<file path="src/rtl/mem_stage_skid.sv">
`default_nettype none
// ============================================================================
// Module : mem_stage_skid
// Brief  : Pipeline stage latch with valid/ready handshake, one-entry skid
//          buffer, flush, bubble zeroing and saturating stall/flush counters.
// Rev    : 1.0  initial release
// ============================================================================
module mem_stage_skid #(
    parameter int CTRL_W = 4,
    parameter int DATA_W = 32,
    parameter int NCH    = 4,
    parameter int CNT_W  = 16
) (
    input  logic                  clk,
    input  logic                  reset,
    input  logic                  flush,
    input  logic                  in_valid,
    output logic                  in_ready,
    input  logic [CTRL_W-1:0]     in_ctrl,
    input  logic [NCH*DATA_W-1:0] in_data,
    output logic                  out_valid,
    input  logic                  out_ready,
    output logic [CTRL_W-1:0]     out_ctrl,
    output logic [NCH*DATA_W-1:0] out_data,
    output logic [CNT_W-1:0]      stall_cnt,
    output logic [CNT_W-1:0]      flush_cnt
);

    localparam logic [CNT_W-1:0] c_CNT_MAX = '1;

    typedef enum logic [1:0] {
        EMPTY = 2'd0,
        FULL  = 2'd1,
        SKID  = 2'd2
    } state_t;

    state_t                  r_state;
    state_t                  w_nextState;
    logic [CTRL_W-1:0]       r_mainCtrl;
    logic [NCH*DATA_W-1:0]   r_mainData;
    logic [CTRL_W-1:0]       r_skidCtrl;
    logic [NCH*DATA_W-1:0]   r_skidData;
    logic [CNT_W-1:0]        r_stallCnt;
    logic [CNT_W-1:0]        r_flushCnt;
    logic                    w_acc;
    logic                    w_drn;
    logic                    w_loadMain;
    logic                    w_loadSkid;
    logic                    w_mainFromSkid;

    // Handshake flags are pure decodes of the state register.
    assign out_valid = (r_state != EMPTY);
    assign in_ready  = (r_state != SKID);
    assign w_acc     = in_valid && in_ready;
    assign w_drn     = out_valid && out_ready;

    always_comb begin
        w_nextState    = r_state;
        w_loadMain     = 1'b0;
        w_loadSkid     = 1'b0;
        w_mainFromSkid = 1'b0;
        case (r_state)
            EMPTY: begin
                if (w_acc) begin
                    w_nextState = FULL;
                    w_loadMain  = 1'b1;
                end
            end
            FULL: begin
                if (w_acc && w_drn) begin
                    w_loadMain = 1'b1;
                end else if (w_acc) begin
                    w_nextState = SKID;
                    w_loadSkid  = 1'b1;
                end else if (w_drn) begin
                    w_nextState = EMPTY;
                end
            end
            SKID: begin
                if (w_drn) begin
                    w_nextState    = FULL;
                    w_mainFromSkid = 1'b1;
                end
            end
            default: w_nextState = EMPTY;
        endcase
        // Flush kills held entries and any same-cycle accept; data regs keep their value.
        if (flush) begin
            w_nextState    = EMPTY;
            w_loadMain     = 1'b0;
            w_loadSkid     = 1'b0;
            w_mainFromSkid = 1'b0;
        end
    end

    always_ff @(posedge clk) begin
        if (reset) begin
            r_state <= EMPTY;
        end else begin
            r_state <= w_nextState;
        end
    end

    always_ff @(posedge clk) begin
        if (reset) begin
            r_mainCtrl <= '0;
            r_mainData <= '0;
            r_skidCtrl <= '0;
            r_skidData <= '0;
        end else begin
            if (w_loadMain) begin
                r_mainCtrl <= in_ctrl;
                r_mainData <= in_data;
            end else if (w_mainFromSkid) begin
                r_mainCtrl <= r_skidCtrl;
                r_mainData <= r_skidData;
            end
            if (w_loadSkid) begin
                r_skidCtrl <= in_ctrl;
                r_skidData <= in_data;
            end
        end
    end

    always_ff @(posedge clk) begin
        if (reset) begin
            r_stallCnt <= '0;
            r_flushCnt <= '0;
        end else begin
            if (out_valid && !out_ready && !flush && (r_stallCnt != c_CNT_MAX)) begin
                r_stallCnt <= r_stallCnt + 1'b1;
            end
            if (flush && out_valid && (r_flushCnt != c_CNT_MAX)) begin
                r_flushCnt <= r_flushCnt + 1'b1;
            end
        end
    end

    assign out_ctrl  = out_valid ? r_mainCtrl : '0;
    assign out_data  = r_mainData;
    assign stall_cnt = r_stallCnt;
    assign flush_cnt = r_flushCnt;

endmodule
`default_nettype wire
</file>
<file path="config.mk">
export PLATFORM = sky130hd
export DESIGN_NAME = mem_stage_skid
export DESIGN_NICKNAME = d
export VERILOG_FILES = /design/src/rtl/mem_stage_skid.sv
export SDC_FILE = /design/constraint.sdc
export NUM_CORES = 1
export LEC_CHECK = 0
export CAP_MARGIN = 20
export CORE_MARGIN = 2
export CORE_UTILIZATION = 25
export DETAILED_ROUTE_END_ITERATION = 6
export GPL_ROUTABILITY_DRIVEN = 1
export SYNTH_ARGS = -nofsm -noshare
export SYNTH_HDL_FRONTEND = slang
export SYNTH_SLANG_ARGS = --single-unit
</file>
<file path="constraint.sdc">
create_clock -name clk -period 2.4 [get_ports clk]
set_clock_uncertainty 0.2 [all_clocks]
set_input_delay 0.48 -clock clk [delete_from_list [all_inputs] [get_ports clk]]
set_output_delay 0.48 -clock clk [all_outputs]
set_load 0.01 [all_outputs]
</file>
-- After elaboration in Yosys (flattened, before gate mapping)
Index checks and enable logic that the tools add are counted.
W data, S select, Z words.
- register bits after elaboration: 298
- latch bits: 0
- bits in writable memories: 0
- ROM bits: 0
- input bits: 137
- output and inout port bits: 166
- word-level logic and storage cells: 54
- memories kept: 0
- $add $sub $neg: 2
- $mul: 0
- div/mod/pow operators: 0
- magnitude comparators: 0
- eq/ne operators: 9
- shift operators: 0
- multiplexer cells: 21
- bitwise gates (word level): 0
- reductions and logical operators: 15
- operators by type and width (operator ; count):
    $mux W128 ; 2
    $add A16 B1 Y16 const B ; 2
    $ne A16 B16 Y1 const B ; 2
    $mux W4 ; 3
    $mux W2 ; 5
    $mux W1 ; 9
    $logic_and A1 B1 Y1 ; 8
    $ne A2 B2 Y1 const B ; 4
    $pmux W2 S3 ; 1
    $reduce_and A4 Y1 ; 1
    $reduce_bool A2 Y1 ; 2
    $ne A3 B3 Y1 const B ; 1
    $eq A2 B1 Y1 const B ; 1
    $eq A2 B2 Y1 const B ; 1
    $logic_not A1 Y1 ; 2
    $logic_not A2 Y1 ; 1
    $pmux W1 S2 ; 1
    $reduce_or A2 Y1 ; 1

-- Longest topological paths before layout
Gate-level depths: netlist (run 1).
- depth after elaboration: 7
- depth in mapped cells: 7

-- Least setup slack after synthesis (run 1)
No wires, ideal clock.
- kind: input to register
- from: input port flush
- to: register r_flushCnt[15], in the netlist flush_cnt[15]
- setup time: 0.123 ns
- data arrival time: 1.653 ns
- data required time: 2.077 ns
- setup slack: 0.423 ns
- stages: 6
- path through: buf_2 -> o2111a_1 -> nand3_1 -> buf_2 -> nor4_2 -> mux2_1
- longest elaborated chain between the ends: 2
- RTL lines (what ; RTL line ; text):
    start, declared ; 16 ; input logic flush,
    $logic_and A1 B1 Y1 (2 in series) ; 133 ; if (flush && out_valid && (r_flushCnt != c_CNT_MAX)) begin
    end signal, assigned ; 134 ; r_flushCnt <= r_flushCnt + 1'b1;
    end, declared ; 44 ; logic [CNT_W-1:0] r_flushCnt;
Every way passes these cells.
A chain may end at the register's enable or synchronous reset.

-- Worst setup path after layout (run 1)
- from: register r_state[1]
- to: output port out_valid
- longest elaborated chain between the ends: 1
- RTL lines (what ; RTL line ; text):
    start, declared ; 37 ; state_t r_state;
    start signal, assigned ; 100 ; r_state <= w_nextState;
    $reduce_bool A2 Y1 ; 52 ; assign out_valid = (r_state != EMPTY);
    end, declared ; 21 ; output logic out_valid,
Every way passes these cells.

==> reports/summary.txt, run 1 <==
Die height: 220 um
Reg area: 5970 um^2
Core box area: 46,400 um^2
PnR worst setup slack: 0.113 ns
Drt pass-1 iters: 5
Post-route cell area: 17,000 um^2
Max Fclk: 0.437 GHz
FILL cells: 4,656
WS Path Type: flop to output port
HP Start: reset
Routed len/inst: 16.9 um
IO buf count: 302
GRT Total Usage: 15.6%
Placed Area: 15,800 um^2
Flop-to-flop setup slack: 0.30 ns
Max-cap violations: 0
WP data required: 1.72 ns
Worst Path Arrival: 1.61 ns
Largest net degree at the start of global routing: 105
Overflow after GRT: 0
Top sig layer: met5
Hold Path Stages: 2
Final min period: 2.29 ns
Crit path max fanout: 6
Gp weighted congestion: 0.795
Layout Nets: 1,829
Relative slew slack: 66.0%
Via density: 4.94
CTS tree: built
Max-slew violations: 0
Area grow syn2layout: 45.8%
# IOs: 303
CTS buffer count: 35
Met3 routed WL: 2670 um
WL met2: 18,700 um
Chip width: 220 um
Final Hold Fails: 0
Leakage: 0.00556 uW
Clock Tree Buf Depth: 3
Clock root cell: clkbuf_16
Starting Density: 25.2%
Mapped Cells: 1,398
Worst R2R Path Depth: 4
Sum Neg Setup Slack: 0 ns
Routed via count: 11,500
Ys Warns: 0
Commonest cells after routing, fill and taps aside: 298 x dfxtp_1, 295 x clkdlybuf4s50_1, 282 x a21oi_1, 278 x nand2_1, 135 x o21ai_0
Share of cells above drive strength 1: 8.87%
Syn avg cell area: 8.35 um^2
Reg-to-reg startpoint: flush_cnt[5]$_SDFFE_PP0P_
Clk sinks: 298
Startpoint type of the worst setup path: flop
Place WS: -0.0822 ns
Worst IR Drop VDD: 0.574 mV
Wire length on met1: 17,000 um
Post-synth top flop: dfxtp_1
CTS H-tree depth: 2
Syn Std Cell Area: 11,700 um^2
Status: finished clean
Min-Delay Path Class: input port to flop
Multi-input logic area: 5200 um^2
Clk_lat worst skew: 0.53 ns
Sequential fraction of the synthesis area: 51.1%
Initial antenna violation count: 3
Most common cell after layout, fill and taps aside: dfxtp_1
Fin crit share: 95.3%
Hold path endpoint: flush_cnt[9]$_SDFFE_PP0P_
DRT antenna net count: 0
Syn_nets: 1,537
Power Density: 687 nW/um^2
Reg2reg end: flush_cnt[13]$_SDFFE_PP0P_
Layout Cells excl Fill: 2,324
Dpl cells: 2,259
Setup crit end kind: output port
DRT iter0 DRCs: 805
First-pass GRT wire length: 60,500 um
EDFF count, synth: 0
Final setup vio count: 0
Count of different cell masters after synthesis: 50
DRC: 0
Die ar.: 48,500 um^2
Worst-Margin Slew: 0.505 ns
Yosys reg bits: 298
DP HPWL: 25,600 um
Unrepaired setup endpoints after global routing: no
Async set or reset register ratio after synthesis: 0%
Reg clk slew, reported paths: 0.06 ns
Vias in the first global route: 11,300
WL final: 39,200 um
Std cell rows: 79
==> final cells by class <==
type | count | area share (%)
diodes | 3 | 0.0441
flip-flops and latches | 298 | 35.0
well taps | 607 | 4.46
multi-input cells | 970 | 30.6
inverters | 7 | 0.154
clock buffers | 52 | 6.30
repair buffers | 378 | 22.9
clock inverters | 9 | 0.602
==> flip-flops by register name, summed over array words and instances, names as in the netlist <==
signal,count
flush_cnt,16
stall_cnt,16
r_skidData,128
r_skidCtrl,4
r_mainCtrl,4
out_data,128
r_state,2
==> power by group <==
part           total [uW]  leakage [uW]  internal, uW  switching (uW)
clock network        5420      0.000585          3310            2110
registers            5150       0.00242          5080            71.3
logic                1130       0.00256           580             545
==> worst max-delay path by stage <==
stage / cells past startpoint / slack, ns / startpoint / to
floorplan: 6 / 0.42 / flush / flush_cnt[15]$_SDFFE_PP0P_
global placement: 6 / -0.08 / out_ready / stall_cnt[11]$_SDFFE_PP0P_
detailed placement: 7 / -0.08 / out_ready / out_data[96]$_SDFFE_PP0P_
CTS: 2 / 0.07 / r_state[1]$_SDFFE_PP0P_ / out_valid
global route: 1 / 0.04 / flush_cnt[12]$_SDFFE_PP0P_ / flush_cnt[12]
finish: 2 / 0.11 / r_state[1]$_SDFFE_PP0P_ / out_valid
==> critical path, stage by stage (launching register included) <==
cell,delay [ns]
dfxtp_1,0.31
or2_4,0.28
clkdlybuf4s50_1,0.48
==> Yosys cell counts, types with 6 or more instances <==
master	n	area [um^2]
o21ai_0	135	676
a22oi_1	132	991
nor4_1	7	43.8
o31ai_1	11	82.6
nor2_1	15	56.3
buf_2	40	200
or4_1	11	82.6
nand4_1	9	56.3
nor2b_1	9	56.3
nand3_1	9	45.0
a21oi_1	282	1410
nor3_1	6	30.0
and2_1	7	43.8
nand2_1	278	1040
inv_1	7	26.3
dfxtp_1	298	5970
clkbuf_1	82	308
==> per-layer routing <==
metal / global-route usage [%] / vias to the layer above
met5: 0 / -
met4: 5.21 / 2
met3: 4.45 / 56
met2: 25.8 / 324
met1: 19.4 / 5511
li1: - / 5587
==> stage by stage <==
step | hold slack [ns] | power (uW) | utilization, %
after floorplan | 0.236 | 5660 | -
after global placement | 0.238 | 6370 | 34.2
after detailed placement | 0.244 | 6380 | 34.2
after CTS | 0.122 | 11900 | 36.7
after global routing | 0.156 | 12100 | 36.7
final | 0.169 | 11700 | 36.7
==> logic make-up (layout without fill, tap and decap cells) <==
family / count (synthesis) / in the layout / share of synthesized area (%)
AO/OA/AOI/OAI: 576 / 576 / 28.2
adder cells (fa/ha/maj): 2 / 2 / 0.214
buffers and inverters: 130 / 446 / 4.64
flip-flops: 298 / 298 / 51.1
multiplexers: 12 / 12 / 1.11
other: 0 / 3 / 0
AND/OR/NAND/NOR: 380 / 380 / 14.8
==> repair_timing <==
item / in CTS / in global routing
resized for setup: 6 / 0
setup buffers: 0 / 0
hold endpoints to repair: 1 / 0
setup endpoints to repair: 6 / 0
hold buffers: 1 / 0
Note: power is estimated with default switching activity, not from simulation.
==> run 2, diff against run 1 <==
- ABC_CLOCK_PERIOD_IN_PS: not set -> 1850
- CORE_ASPECT_RATIO: not set -> 1.1
- clock period: 2.4 -> 1.85 ns (I/O delays scaled with it)
==> reports/summary.txt, run 2 (synthesis results as in run 1) <==
Status: complete, but fails checks
Failing checks: setup timing
GRT Total Usage: 18.0% (+2.4 points)
FILL cells: 4,245 (-8.8%)
WL final: 51,600 um (+32%)
Initial antenna violation count: 0 (-3)
Fin crit share: 108%
Worst Path Arrival: 1.43 ns (-0.18 ns)
DRC: 0 (unchanged)
Final setup vio count: 244 (+244)
Die height: 231 um (+4.8%)
Layout Nets: 1,980 (+8.3%)
Area grow syn2layout: 83.0%
Die ar.: 48,500 um^2 (about the same)
Placed Area: 16,400 um^2 (+3.8%)
Leakage: 0.00804 uW (+45%)
Sum Neg Setup Slack: -8.49 ns (-8.49 ns)
Max Fclk: 0.500 GHz
Max-slew violations: 0 (unchanged)
Core box area: 46,400 um^2 (+0.14%)
Startpoint type of the worst setup path: flop
Power Density: 737 nW/um^2 (+7.4%)
DP HPWL: 27,300 um (+6.5%)
CTS H-tree depth: 2 (unchanged)
Chip width: 210 um (-4.6%)
Final core occ: 46.0% (+9.3 points)
Drt pass-1 iters: 5 (unchanged)
Post-route cell area: 21,400 um^2 (+25%)
First-pass GRT wire length: 68,400 um (+13%)
Worst IR Drop VDD: 0.665 mV (+16%)
Gp weighted congestion: 0.799 (+0.55%)
Max-cap violations: 0 (unchanged)
IO buf count: 302 (unchanged)
Overflow after GRT: 0 (unchanged)
Reg clk slew, reported paths: 0.06 ns (about the same)
Relative slew slack: 24.4% (-42 points)
Largest net degree at the start of global routing: 86 (-18%)
Setup crit end kind: output port
Unrepaired setup endpoints after global routing: yes
N_diodes: 0 (-3)
Clock root cell: clkbuf_16
Vias in the first global route: 12,100 (+7.3%)
Std cell rows: 83 (+5.1%)
Share of cells above drive strength 1: 39.4% (+31 points)
CTS tree: built
Via density: 5.16 (+4.4%)
Routed via count: 12,700 (+11%)
Clk_lat worst skew: 0.54 ns (about the same)
Clock Tree Buf Depth: 3 (unchanged)
Clk sinks: 298 (unchanged)
# IOs: 303 (unchanged)
Final min period: 2.00 ns
PnR worst setup slack: -0.149 ns (-0.262 ns)
Commonest cells after routing, fill and taps aside: 279 x dfxtp_1, 192 x nand2_1, 180 x a21oi_1, 135 x dlygate4sd2_1, 133 x clkdlybuf4s50_1
CTS buffer count: 35 (unchanged)
Worst-Margin Slew: 1.13 ns (+0.629 ns)
Routed len/inst: 21.0 um (+24%)
DRT antenna net count: 0 (unchanged)
Final Hold Fails: 0 (unchanged)
WP data required: 1.28 ns (-0.44 ns)
WS Path Type: flop to output port
Starting Density: 25.2% (-0.034 points)
Crit path max fanout: 6 (unchanged)
Most common cell after layout, fill and taps aside: dfxtp_1
DRT iter0 DRCs: 709 (-12%)
Min-Delay Path Class: input port to flop
==> run 2: changes by cell type in the layout (fill, tap and decap cells not counted), moves of 40 or more <==
cell and delta:
clkdlybuf4s50_1 -162, o21ai_0 -131, dlygate4sd2_1 +130, a21oi_1 -102
a21oi_2 +102, o21ai_2 +90, nand2_1 -86, a22oi_1 -83
a22oi_2 +83, nand2_4 +58, buf_6 +40
==> run 2: layer usage <==
layer | routed length (um) | part of all wire, % | track usage, %
met5 | 0 | 0 | 0
met3 | 2530 | 4.9 | 3.47
met1 | 20600 | 40 | 21.3
met2 | 26400 | 51 | 31.4
met4 | 2080 | 4.0 | 8.11
==> run 2: repair_timing <==
item                       4_1_cts  5_1_grt
gates cloned                    20       33
hold buffers                     1        0
setup endpoints to repair      328      312
gates resized for setup        412      546
setup buffers                   35       18
pin swaps                      122      252
hold endpoints to repair        10        0
==> run 2: power by group <==
part	internal, uW	switching (uW)
sequential	6580	127
combinational	1070	1060
clock	4090	2840
total	11700	4020
==> run 2: final timing paths <==
kind	depth (start not counted)	slack (ns)	from	end
worst max register to register	10	-0.09	r_state[0]$_SDFFE_PP0P_	r_skidData[33]$_SDFFE_PP0P_
worst max-delay path	3	-0.15	r_state[1]$_SDFFE_PP0P_	out_ctrl[2]
worst min register to register	2	0.25	r_skidData[111]$_SDFFE_PP0P_	r_skidData[111]$_SDFFE_PP0P_
worst min-delay path	4	0.08	flush	stall_cnt[8]$_SDFFE_PP0P_
==> run 2: layout make-up <==
type                    instances  area [um^2]  area share (%)
clock buffers                  53         1100            5.13
repair buffers                529         6300            29.5
well taps                     595          744            3.48
flip-flops and latches        298         6000            28.1
clock inverters                 9         56.3           0.263
multi-input cells             970         7150            33.5
inverters                       7         26.3           0.123
==> run 2: worst max-delay path, cell delays in order (launching register included) <==
cell and delay [ns]:
dfxtp_2 0.32, or2_4 0.29, and2_1 0.15, buf_2 0.13
==> run 2: through the flow <==
| stage | power [uW] | std cells | hold WS, ns | setup WS [ns] |
|---|---|---|---|---|
| 5_1_grt | 16200 | 2461 | 0.109 | -0.190 |
| 3_3_place_gp | 8340 | 2305 | 0.240 | -0.546 |
| 3_5_place_dp | 8350 | 2305 | 0.245 | -0.587 |
| 2_1_floorplan | 7340 | 1398 | 0.236 | -0.0223 |
| 4_1_cts | 15500 | 2422 | 0.0501 | -0.186 |
| 6_report | 15800 | 2461 | 0.0833 | -0.149 |
==> run 3, diff against run 2 <==
- DONT_BUFFER_PORTS: not set -> 1
==> reports/summary.txt, run 3 (synthesis results as in run 1) <==
Status: complete, but fails checks
Failing checks: hold timing, setup timing
CTS H-tree depth: 2 (unchanged)
Final min period: 2.06 ns (+0.0653 ns)
HP Start: reset
Share of cells above drive strength 1: 30.2% (-9.2 points)
Most common cell after layout, fill and taps aside: dfxtp_1
Commonest cells after routing, fill and taps aside: 285 x dfxtp_1, 224 x a21oi_1, 209 x nand2_1, 133 x o21ai_0, 111 x dlygate4sd3_1
Final Hold Fails: 166 (+166)
Min Hold Slack: -0.290 ns (-0.373 ns)
Clock root cell: clkbuf_16
Routed len/inst: 20.6 um (-1.7%)
Initial antenna violation count: 2 (+2)
Worst R2R Path Depth: 7 (-3)
IO buf count: 0 (-100%)
Hold Path Stages: 1 (-3)
WS Path Type: flop to flop
Vias in the first global route: 11,200 (-7.8%)
Unrepaired setup endpoints after global routing: yes
Clock Tree Buf Depth: 3 (unchanged)
Area grow syn2layout: 54.7%
Crit path launch: r_state[1]$_SDFFE_PP0P_
Layout Cells excl Fill: 2,234 (-9.2%)
Final setup vio count: 211 (-14%)
Reg-to-reg startpoint: r_state[1]$_SDFFE_PP0P_
Dpl cells: 1,975 (-14%)
Gp weighted congestion: 0.797 (-0.30%)
Leakage: 0.00616 uW (-23%)
Setup crit end kind: flop
Startpoint type of the worst setup path: flop
Power Density: 822 nW/um^2 (+12%)
Largest net degree at the start of global routing: 304 (+250%)
Chip width: 210 um (unchanged)
WL final: 46,000 um (-11%)
Max-cap violations: 0 (unchanged)
Layout Nets: 1,753 (-11%)
Flop-to-flop setup slack: -0.21 ns (-0.12 ns)
Placed Area: 13,000 um^2 (-21%)
CTS buffer count: 34 (-2.9%)
DP HPWL: 23,400 um (-14%)
Reg clk slew, reported paths: 0.06 ns (about the same)
DRT iter0 DRCs: 771 (+8.7%)
Std cell rows: 83 (unchanged)
PnR worst setup slack: -0.215 ns (-0.0653 ns)
Min-Delay Path Class: input port to flop
FILL cells: 4,410 (+3.9%)
Max-slew violations: 0 (unchanged)
WP data required: 2.03 ns (+0.75 ns)
Clk_lat worst skew: 0.54 ns (about the same)
Die ar.: 48,500 um^2 (unchanged)
Relative slew slack: 49.1% (+25 points)
Starting Density: 25.2% (unchanged)
Overflow after GRT: 0 (unchanged)
CTS tree: built
GRT Total Usage: 17.0% (-0.93 points)
# IOs: 303 (unchanged)
First-pass GRT wire length: 65,000 um (-5.0%)
Die height: 231 um (unchanged)
Worst Path Arrival: 2.24 ns (+0.81 ns)
Routed via count: 11,800 (-7.2%)
DRT antenna net count: 0 (unchanged)
Via density: 5.27 (+2.2%)
Max Fclk: 0.484 GHz (-3.2%)
Post-route cell area: 18,100 um^2 (-15%)
DRC: 0 (unchanged)
Clk sinks: 298 (unchanged)
Worst IR Drop VDD: 0.709 mV (+6.6%)
Drt pass-1 iters: 5 (unchanged)
Core box area: 46,400 um^2 (unchanged)
Worst-Margin Slew: 0.764 ns (-0.370 ns)
Crit path max fanout: 8 (+2)
Fin crit share: 112% (+3.5 points)
-- run 3: cell types whose count changed in the layout (fill, tap and decap cells not counted), sizes merged, moves of 2 or more --
cell | before | now
dlygate4sd2 | 135 | 0
clkbuf | 81 | 59
buf | 206 | 175
dlygate4sd3 | 1 | 111
clkdlybuf4s50 | 133 | 0
clkinvlp | 3 | 1
bufbuf | 1 | 3
bufinv | 0 | 3
inv | 7 | 9
clkdlybuf4s15 | 24 | 0
-- run 3: per-stage QoR --
step	hold slack (ns)	power, uW	utilization (%)	setup WS (ns)	setup TNS (ns)
after global routing	-0.325	15300	38.9	-0.255	-33.07
after CTS	-0.322	14800	35.9	-0.193	-20.84
final	-0.290	14900	38.9	-0.215	-22.42
after global placement	0.238	7440	28.0	-0.0693	-0.302
after floorplan	0.236	7340	-	-0.0223	-0.0427
after detailed placement	0.242	7460	28.0	-0.0853	-1.69
-- run 3: final timing paths --
| kind | to |
|---|---|
| min | r_skidData[126]$_SDFFE_PP0P_ |
| max reg2reg | r_skidData[47]$_SDFFE_PP0P_ |
| max | r_skidData[47]$_SDFFE_PP0P_ |
| min reg2reg | r_skidData[68]$_SDFFE_PP0P_ |
-- run 3: final cells by class --
class	instances	area [um^2]	area share, %
Antenna cell	1	2.50	0.0138
Inverter	7	26.3	0.145
Tap cell	595	744	4.12
Sequential cell	298	5990	33.1
Multi-Input combinational cell	971	6350	35.1
Clock inverter	13	154	0.852
Timing Repair Buffer	302	3830	21.2
Clock buffer	47	981	5.43
-- run 3: metal layers --
metal	part of all wire [%]	global-route usage [%]	wire, um
met3	6.7	4.72	3080
met4	4.3	7.71	1980
met1	40	19.6	18200
met5	0.015	0	7
met2	49	29.3	22800
-- run 3: report_power, final --
part           internal [uW]  switching (uW)  total (uW)
clock                   4140            2830        6970
sequential              6580             199        6780
combinational            594             516        1110
total                  11300            3540       14900
-- run 3: repair_timing --
action | CTS | global route
setup endpoints to repair | 113 | 294
cloned | 29 | 13
hold buffers | 91 | 21
pin swaps | 75 | 129
gates resized for setup | 126 | 262
endpoints found under the hold margin | 298 | 286
setup buffers | 40 | 23
-- run 3: worst max-delay path, stage by stage (launching register included) --
cell and delay, ns:
dfxtp_4 0.35, buf_6 0.11, nand2b_4 0.16, buf_6 0.13, or3_4 0.49, bufbuf_16 0.32, nand2_1 0.06, a21oi_1 0.08
